$ cat src/rtl/pdp8_ea_unit.sv
// -----------------------------------------------------------------------------
// pdp8_ea_unit
//
// Effective-address stage for PDP-8 memory-reference instructions. Latches an
// instruction and its PC on start, resolves page-zero / current-page direct
// addressing, performs the indirect pointer read and, for auto-index
// locations (page-zero 0010-0017 octal), the incremented pointer write-back
// through the memory_controller request/done handshake. The final 12-bit
// effective address is presented on eaddr with a one-cycle ea_done pulse.
//
// Optional feature macro: EA_TIMEOUT_EN
//   defined   : a per-WAIT-state cycle counter aborts a stalled memory
//               transaction after TIMEOUT_CYCLES cycles, raising a sticky
//               timeout_error and completing with eaddr = 0.
//   undefined : WAIT states wait indefinitely; timeout_error is tied low.
//
// Ports
//   clk                 system clock, all state on rising edge
//   reset               synchronous active-high reset
//   start               begin EA calculation (sampled only in IDLE)
//   instruction[11:0]   opcode[11:9], I[8], Z[7], offset[6:0]
//   pc[11:0]            address of the current instruction
//   mem_address[11:0]   memory_controller address
//   mem_write_data[11:0] memory_controller write data
//   mem_read_enable     memory_controller read request (one cycle)
//   mem_read_type       memory_controller read type, always DATA_READ
//   mem_write_enable    memory_controller write request (one cycle)
//   mem_read_data[11:0] memory_controller read data
//   mem_operation_done  memory_controller completion strobe
//   eaddr[11:0]         effective address, held until the next start
//   ea_done             one-cycle completion pulse
//   is_mri              opcode 0-5 flag, valid with ea_done
//   busy                high in every state except IDLE
//   timeout_error       sticky WAIT-state timeout flag
// -----------------------------------------------------------------------------

`ifndef DATA_READ
`define DATA_READ 1'b0
`endif

module pdp8_ea_unit #(
    parameter int TIMEOUT_CYCLES = 16
) (
    input  logic        clk,
    input  logic        reset,
    input  logic        start,
    input  logic [11:0] instruction,
    input  logic [11:0] pc,
    output logic [11:0] mem_address,
    output logic [11:0] mem_write_data,
    output logic        mem_read_enable,
    output logic        mem_read_type,
    output logic        mem_write_enable,
    input  logic [11:0] mem_read_data,
    input  logic        mem_operation_done,
    output logic [11:0] eaddr,
    output logic        ea_done,
    output logic        is_mri,
    output logic        busy,
    output logic        timeout_error
);

    typedef enum logic [2:0] {
        IDLE    = 3'd0,
        DECODE  = 3'd1,
        RD_REQ  = 3'd2,
        RD_WAIT = 3'd3,
        WR_REQ  = 3'd4,
        WR_WAIT = 3'd5,
        DONE    = 3'd6
    } state_t;

    state_t      state_q, state_d;
    logic [11:0] instr_q, instr_d;
    logic [4:0]  pc_page_q, pc_page_d;   // only the page bits of the PC matter
    logic [11:0] direct_q, direct_d;
    logic [11:0] ptr_q, ptr_d;
    logic [11:0] eaddr_q, eaddr_d;
    logic        is_mri_q, is_mri_d;

`ifdef EA_TIMEOUT_EN
    localparam int CNT_W = $clog2(TIMEOUT_CYCLES + 1);
    logic [CNT_W-1:0] cnt_q, cnt_d;
    logic             timeout_q, timeout_d;
`endif

    // Fields of the latched instruction
    logic [2:0] opcode;
    logic       ind_bit;
    logic       zero_bit;
    logic [6:0] offset;
    logic       auto_index;
    logic [11:0] direct_calc;

    assign opcode   = instr_q[11:9];
    assign ind_bit  = instr_q[8];
    assign zero_bit = instr_q[7];
    assign offset   = instr_q[6:0];

    // Z=1 selects the current page, Z=0 selects page zero.
    assign direct_calc = zero_bit ? {pc_page_q, offset} : {5'b0, offset};

    // Auto-index locations are page-zero 0010-0017 octal reached indirectly.
    assign auto_index = ind_bit && !zero_bit && (offset[6:3] == 4'b0001);

    // The low PC bits are replaced by the offset; the parameter is only
    // consumed when the timeout counter is built.
    logic unused_bits;
    assign unused_bits = (^pc[6:0]) ^ (TIMEOUT_CYCLES == 0);

    // -------------------------------------------------------------------------
    // State register
    // -------------------------------------------------------------------------
    always_ff @(posedge clk) begin
        if (reset) begin
            state_q   <= IDLE;
            instr_q   <= 12'd0;
            pc_page_q <= 5'd0;
            direct_q  <= 12'd0;
            ptr_q     <= 12'd0;
            eaddr_q   <= 12'd0;
            is_mri_q  <= 1'b0;
`ifdef EA_TIMEOUT_EN
            cnt_q     <= '0;
            timeout_q <= 1'b0;
`endif
        end else begin
            state_q   <= state_d;
            instr_q   <= instr_d;
            pc_page_q <= pc_page_d;
            direct_q  <= direct_d;
            ptr_q     <= ptr_d;
            eaddr_q   <= eaddr_d;
            is_mri_q  <= is_mri_d;
`ifdef EA_TIMEOUT_EN
            cnt_q     <= cnt_d;
            timeout_q <= timeout_d;
`endif
        end
    end

    // -------------------------------------------------------------------------
    // Next-state logic
    // -------------------------------------------------------------------------
    always_comb begin
        state_d   = state_q;
        instr_d   = instr_q;
        pc_page_d = pc_page_q;
        direct_d  = direct_q;
        ptr_d     = ptr_q;
        eaddr_d   = eaddr_q;
        is_mri_d  = is_mri_q;
`ifdef EA_TIMEOUT_EN
        cnt_d     = cnt_q;
        timeout_d = timeout_q;
`endif

        case (state_q)
            IDLE: begin
                if (start) begin
                    instr_d   = instruction;
                    pc_page_d = pc[11:7];
                    eaddr_d   = 12'd0;
                    is_mri_d  = 1'b0;
                    state_d   = DECODE;
                end
            end

            DECODE: begin
                direct_d = direct_calc;
                if (opcode >= 3'd6) begin
                    // IOT / OPR: no address, not a memory reference.
                    eaddr_d  = 12'd0;
                    is_mri_d = 1'b0;
                    state_d  = DONE;
                end else begin
                    is_mri_d = 1'b1;
                    if (!ind_bit) begin
                        eaddr_d = direct_calc;
                        state_d = DONE;
                    end else begin
                        state_d = RD_REQ;
                    end
                end
            end

            RD_REQ: begin
`ifdef EA_TIMEOUT_EN
                cnt_d = '0;
`endif
                state_d = RD_WAIT;
            end

            RD_WAIT: begin
                if (mem_operation_done) begin
                    if (auto_index) begin
                        ptr_d   = mem_read_data + 12'd1;
                        state_d = WR_REQ;
                    end else begin
                        eaddr_d = mem_read_data;
                        state_d = DONE;
                    end
                end
`ifdef EA_TIMEOUT_EN
                else if (cnt_q == CNT_W'(TIMEOUT_CYCLES - 1)) begin
                    timeout_d = 1'b1;
                    eaddr_d   = 12'd0;
                    state_d   = DONE;
                end else begin
                    cnt_d = cnt_q + 1'b1;
                end
`endif
            end

            WR_REQ: begin
`ifdef EA_TIMEOUT_EN
                cnt_d = '0;
`endif
                state_d = WR_WAIT;
            end

            WR_WAIT: begin
                if (mem_operation_done) begin
                    eaddr_d = ptr_q;
                    state_d = DONE;
                end
`ifdef EA_TIMEOUT_EN
                else if (cnt_q == CNT_W'(TIMEOUT_CYCLES - 1)) begin
                    timeout_d = 1'b1;
                    eaddr_d   = 12'd0;
                    state_d   = DONE;
                end else begin
                    cnt_d = cnt_q + 1'b1;
                end
`endif
            end

            DONE: begin
                // start is deliberately not sampled here.
                state_d = IDLE;
            end

            default: begin
                state_d = IDLE;
            end
        endcase
    end

    // -------------------------------------------------------------------------
    // Outputs (decoded from registered state, so glitch-free per cycle)
    // -------------------------------------------------------------------------
    logic in_rd, in_wr;
    assign in_rd = (state_q == RD_REQ) || (state_q == RD_WAIT);
    assign in_wr = (state_q == WR_REQ) || (state_q == WR_WAIT);

    assign mem_address      = (in_rd || in_wr) ? direct_q : 12'd0;
    assign mem_write_data   = in_wr ? ptr_q : 12'd0;
    assign mem_read_enable  = (state_q == RD_REQ);
    assign mem_write_enable = (state_q == WR_REQ);
    assign mem_read_type    = `DATA_READ;

    assign eaddr   = eaddr_q;
    assign is_mri  = is_mri_q;
    assign ea_done = (state_q == DONE);
    assign busy    = (state_q != IDLE);

`ifdef EA_TIMEOUT_EN
    assign timeout_error = timeout_q;
`else
    assign timeout_error = 1'b0;
`endif

endmodule
$ cat config.mk
export PLATFORM = sky130hd
export DESIGN_NAME = pdp8_ea_unit
export DESIGN_NICKNAME = d
export VERILOG_FILES = /design/src/rtl/pdp8_ea_unit.sv
export SDC_FILE = /design/constraint.sdc
export NUM_CORES = 1
export LEC_CHECK = 0
export CAP_MARGIN = 40
export CORE_UTILIZATION = 47
export DETAILED_ROUTE_END_ITERATION = 10
export PLACE_DENSITY = 0.8
export SETUP_SLACK_MARGIN = 0.1
export SYNTH_ARGS = -nofsm -noshare
export SYNTH_HDL_FRONTEND = slang
export SYNTH_SLANG_ARGS = --single-unit
$ cat constraint.sdc
create_clock -name clk -period 2.2 [get_ports clk]
set_clock_uncertainty 0.15 [all_clocks]
set_input_delay 0.44 -clock clk [delete_from_list [all_inputs] [get_ports clk]]
set_output_delay 0.44 -clock clk [all_outputs]
set_load 0.01 [all_outputs]
Word level (Yosys, flattened, before mapping)
Cells that the tools add are included.
- add/sub/neg operators: 1
- multiply operators: 0
- div/mod/pow operators: 0
- order comparisons: 1
- equal/unequal tests: 12
- shifts and indexed selects: 0
- mux-type cells: 20
- bitwise operators: 0
- reductions and logical operators: 15
- operators with widths (operator ; count):
    $mux 12 ; 9
    $pmux 12 s4 ; 1
    $pmux 3 s6 ; 1
    $mux 3 ; 5
    $add 12x1->12 const B ; 1
    $eq 3x3->1 const B ; 3
    $ne 2x2->1 const B ; 4
    $eq 3x2->1 const B ; 2
    $reduce_and 3->1 ; 2
    $reduce_and 6->1 ; 1
    $eq 4x1->1 const B ; 1
    $reduce_and 2->1 ; 2
    $reduce_bool 4->1 ; 1
    $eq 3x1->1 const B ; 1
    $ge 3x3->1 const B ; 1
    $logic_not 3->1 ; 1
    $logic_or 1x1->1 ; 3
    $ne 3x3->1 const B ; 1
    $reduce_bool 3->1 ; 1
    $logic_and 1x1->1 ; 2
    $mux 1 ; 2
    $mux 2 ; 1
    $pmux 1 s2 ; 1
    $reduce_bool 2->1 ; 1
    $logic_not 1->1 ; 1
- register bits after elaboration: 57
- latch bits: 0
- RAM bits: 0
- memory bits (read-only): 0
- input port bits: 40
- output and inout bits: 43
- word-level logic and storage cells: 56
- memories: 0

Logic depth before layout (Yosys ltp)
- depth in word-level cells: 6
- gate-level depth with buffers: 7
- gate-level depth less buffers: 5

Worst setup path after synthesis
No wires, ideal clock.
- path type: reg2reg
- from: reg instr_q[4]
- to: reg ptr_q[10]
- setup time: 145 ps
- data arrival time: 1643 ps
- data required time: 1905 ps
- slack: 263 ps
- stages on the path, launching flop included: 7
- clock period less this slack: 1937 ps
- cells stage by stage: dfxtp_1 -> or4b_1 -> nor3b_2 -> and4_1 -> buf_6 -> buf_4 -> a211oi_2
- cells in the longest elaborated chain, start to end: 3
- ends and longest elaborated chain (element ; line ; text):
    start, declared ; 74 ; logic [11:0] instr_q, instr_d;
    start signal, assigned ; 129 ; instr_q <= instr_d;
    $eq 4x1->1 ; 104 ; assign auto_index = ind_bit && !zero_bit && (offset[6:3] == 4'b0001);
    $logic_and 1x1->1 ; 104 ;
    $reduce_and 3->1 (no line) ; - ;
    end signal, assigned ; 132 ; ptr_q <= ptr_d;
    end, declared ; 77 ; logic [11:0] ptr_q, ptr_d;
No other way between the ends.
A chain may end at the register's enable or synchronous reset.

Worst setup path in the final report
- from: reg state_q[2]
- to: out mem_address[3]
- cells in the longest elaborated chain, start to end: 4
- elaborated cells on any way between the ends: 8
- those cells by class: eq/ne (4); mux (1); reduce/logical (3)
- ends and longest elaborated chain (element ; line ; text):
    start, declared ; 73 ; state_t state_q, state_d;
    start signal, assigned ; 128 ; state_q <= state_d;
    $eq 3x2->1 / $eq 3x3->1 (equally long branches) ; 253, 254 ;
    $logic_or 1x1->1 (on tied branches) ; 253, 254 ;
    $logic_or 1x1->1 (*) ; 256 ; assign mem_address = (in_rd || in_wr) ? direct_q : 12'd0;
    $mux 12 (*) ; 256 ;
    end, declared ; 49 ; output logic [11:0] mem_address,
Every way passes the cells marked *; elsewhere a longest branch is shown, timed or not.

==> out/results.tsv <==
metric	value	unit
outcome	complete, no violations	
number of clock sinks	56	
Vert. Die Dim	79.4	um
type of origin of the critical path	flop	
flip-flop and latch count after synthesis	56	
insertion delay to the later sink of the worst-skew pair	320	ps
Total Power	2870	uW
sequential-to-total area share from yosys stat	39.8	%
leakage power	0.00155	uW
final worst-path cycle share	94.0	%
compound-cell area share of the yosys netlist	25.5	%
EDFF count, synth	0	
hold buffer count at CTS	0	
pin count of the biggest net entering global routing	34	
TritonRoute pass-1 iters	4	
clock tree from TritonCTS	done	
H-tree lvl count	2	
register clock-pin slew on the reported worst setup and hold paths	110	ps
final critical path time including I/O delays and setup	2070	ps
Remaining DRCs	0	
multiplexer area fraction after synthesis	0.355	%
warnings from Yosys	0	
most frequent standard cell in the layout excluding fill and tap cells	nand2_1	
Arrival @ worst endpoint	1480	ps
core outline area	5640	um^2
type of the setup path with the least slack	flop to output port	
count of different cell masters after synthesis	43	
kind of capture point of the worst setup path	output port	
Cell Rows	27	
unrepaired setup endpoints after global routing	true	
number of max-cap violations	0	
layout overhead on the synthesized area	38.4	%
ratio of cells with drive above 1 in the final layout	18.5	%
area of all placed cells without fillers	3900	um^2
total global-route track usage	25.8	%
antenna violations before repair	0	
initial DRC count	226	
fill cell count	441	
adder and majority cell fraction of the synthesized area	0.444	%
count of buffers inserted at the top-level ports	72	
most used flip-flop cell after synthesis	dfxtp_1	
boundary pin count	83	
routability congestion estimate	0.828	
synthesized instance count	345	
CTS Buf Count	5	
Min-Delay Path Class	flop to flop	
Clk Tree Root Cell	clkbuf_8	
highest fanout seen on the critical path	6	
area enclosed by the die boundary	6310	um^2
total power density per cell area	735	nW/um^2
width of the die	79.4	um
maximum frequency from static timing analysis	484	MHz
measured slew at the worst slew-check pin	659	ps
number of global-route vias before repair	2660	
final hold vios	0	
# diodes	0	
routed vias	2824	
leading cell types in the layout, fill and taps excluded	nand2_1, dfxtp_1, clkdlybuf4s50_1	
relative slew slack	56.1	%
main combinational cell family by area after synthesis	compound AO/OA/AOI/OAI gates	
Peak supply drop	0.000656	V
simple logic cell fraction of the synthesized area	24.9	%
overflow left after global routing	0	
via density per instance	5.66	
total wire length	8.03	mm
cell area after technology mapping	2820	um^2
Setup violations, final	0	
required time at the worst-slack endpoint	1610	ps
detailed placer's ending HPWL	5.43	mm
max-slew violation count	0	
Mapped Avg Cell Area	8.17	um^2
effective utilization at floorplan	50.0	%
Nets	467	
first-pass GRT wire length	12.7	mm
CTS Buffer Depth	2	
xor-xnor portion of the synthesized cell area	3.11	%
post-detailed-route wirelength per cell	16.1	um
Synth async-reset ratio	0	%
antenna violation net count after detailed routing	0	
placed cell area	3720	um^2
-- where the power goes --
part,switching (uW),internal (uW)
clock,369,233
combinational,596,515
sequential,62.4,1090
total,1030,1840
-- layer usage --
metal | routed length, um | up-vias | GRT usage, %
met3 | 396 | 22 | 4.57
met1 | 3370 | 1336 | 30.9
met4 | 237 | 0 | 11.5
li1 | - | 1361 | -
met2 | 4030 | 105 | 44.9
met5 | 0 | - | 0
-- what timing repair did --
item / 4_1_cts / 5_1_grt
setup endpoints to repair: 30 / 42
cloned: 2 / 2
pin swaps: 3 / 4
resized for setup: 45 / 43
buffers inserted: 1 / 1
-- cell type report --
type	count	area, um^2	area share (%)
well taps	72	90.1	2.31
repair buffers	103	985	25.2
flip-flops and latches	56	1130	28.9
inverters	2	7.51	0.192
clock buffers	5	68.8	1.76
multi-input cells	258	1600	40.9
clock inverters	3	25.0	0.641
-- cells by family after synthesis --
| group | count (synthesis) |
|---|---|
| XOR/XNOR | 10 |
| other | 1 |
| flip-flops | 56 |
| adder cells (fa/ha/maj) | 1 |
| multiplexers | 1 |
| AND/OR/NAND/NOR | 141 |
| buffers and inverters | 33 |
| AO/OA/AOI/OAI | 102 |
-- cells in the mapped netlist, drive strengths merged, types with 2 or more instances --
cell type  instances  area [um^2]
a21o              12         90.1
o41ai             12          105
nor2b             17          106
nand4              2         12.5
a22oi              7         52.6
a21oi             34          170
and4               2         17.5
nand3              9         45.0
a31o               2         17.5
o21ai             14         70.1
a32oi              5         43.8
buf               10         76.3
and2              26          163
dfxtp             56         1120
inv                2         7.51
nor3b              2         20.0
nor2              15         56.3
nand2             59          221
clkbuf            21         78.8
xor2               9         78.8
nand2b             2         12.5
and3               2         12.5
a211oi            11          128
-- state kept, by name, summed over array words and instances (netlist names) --
signal and flops:
pc_page_q 5, instr_q 11, eaddr 12, direct_q 12
state_q 3, ptr_q 12, is_mri 1
-- through the flow --
stage               hold slack [ps]  instances  utilization (%)  TNS [ps]  setup slack (ps)
floorplan                       277        346                -         0               263
finish                          309        499             69.2         0               132
CTS                             308        496             68.5         0              8.56
detailed placement              293        485             65.9     -74.8             -34.2
global placement                287        485             65.9         0              62.3
global route                    336        499             69.2         0              62.6
-- critical path, cell delays in order, from the launching register on --
cell and delay [ps]:
dfxtp_4 370, buf_4 120, nor2b_4 40, or2_4 250
and2_1 150, clkdlybuf4s15_1 230
-- worst paths after layout --
path,start,endpoint,slack (ps),depth (start not counted)
max,state_q[2],mem_address[3],130,5
min,direct_q[3],direct_q[3],310,2
max reg2reg,instr_q[5],eaddr[1],150,6
min reg2reg,direct_q[3],direct_q[3],310,2
(Power assumes the default switching activity.)
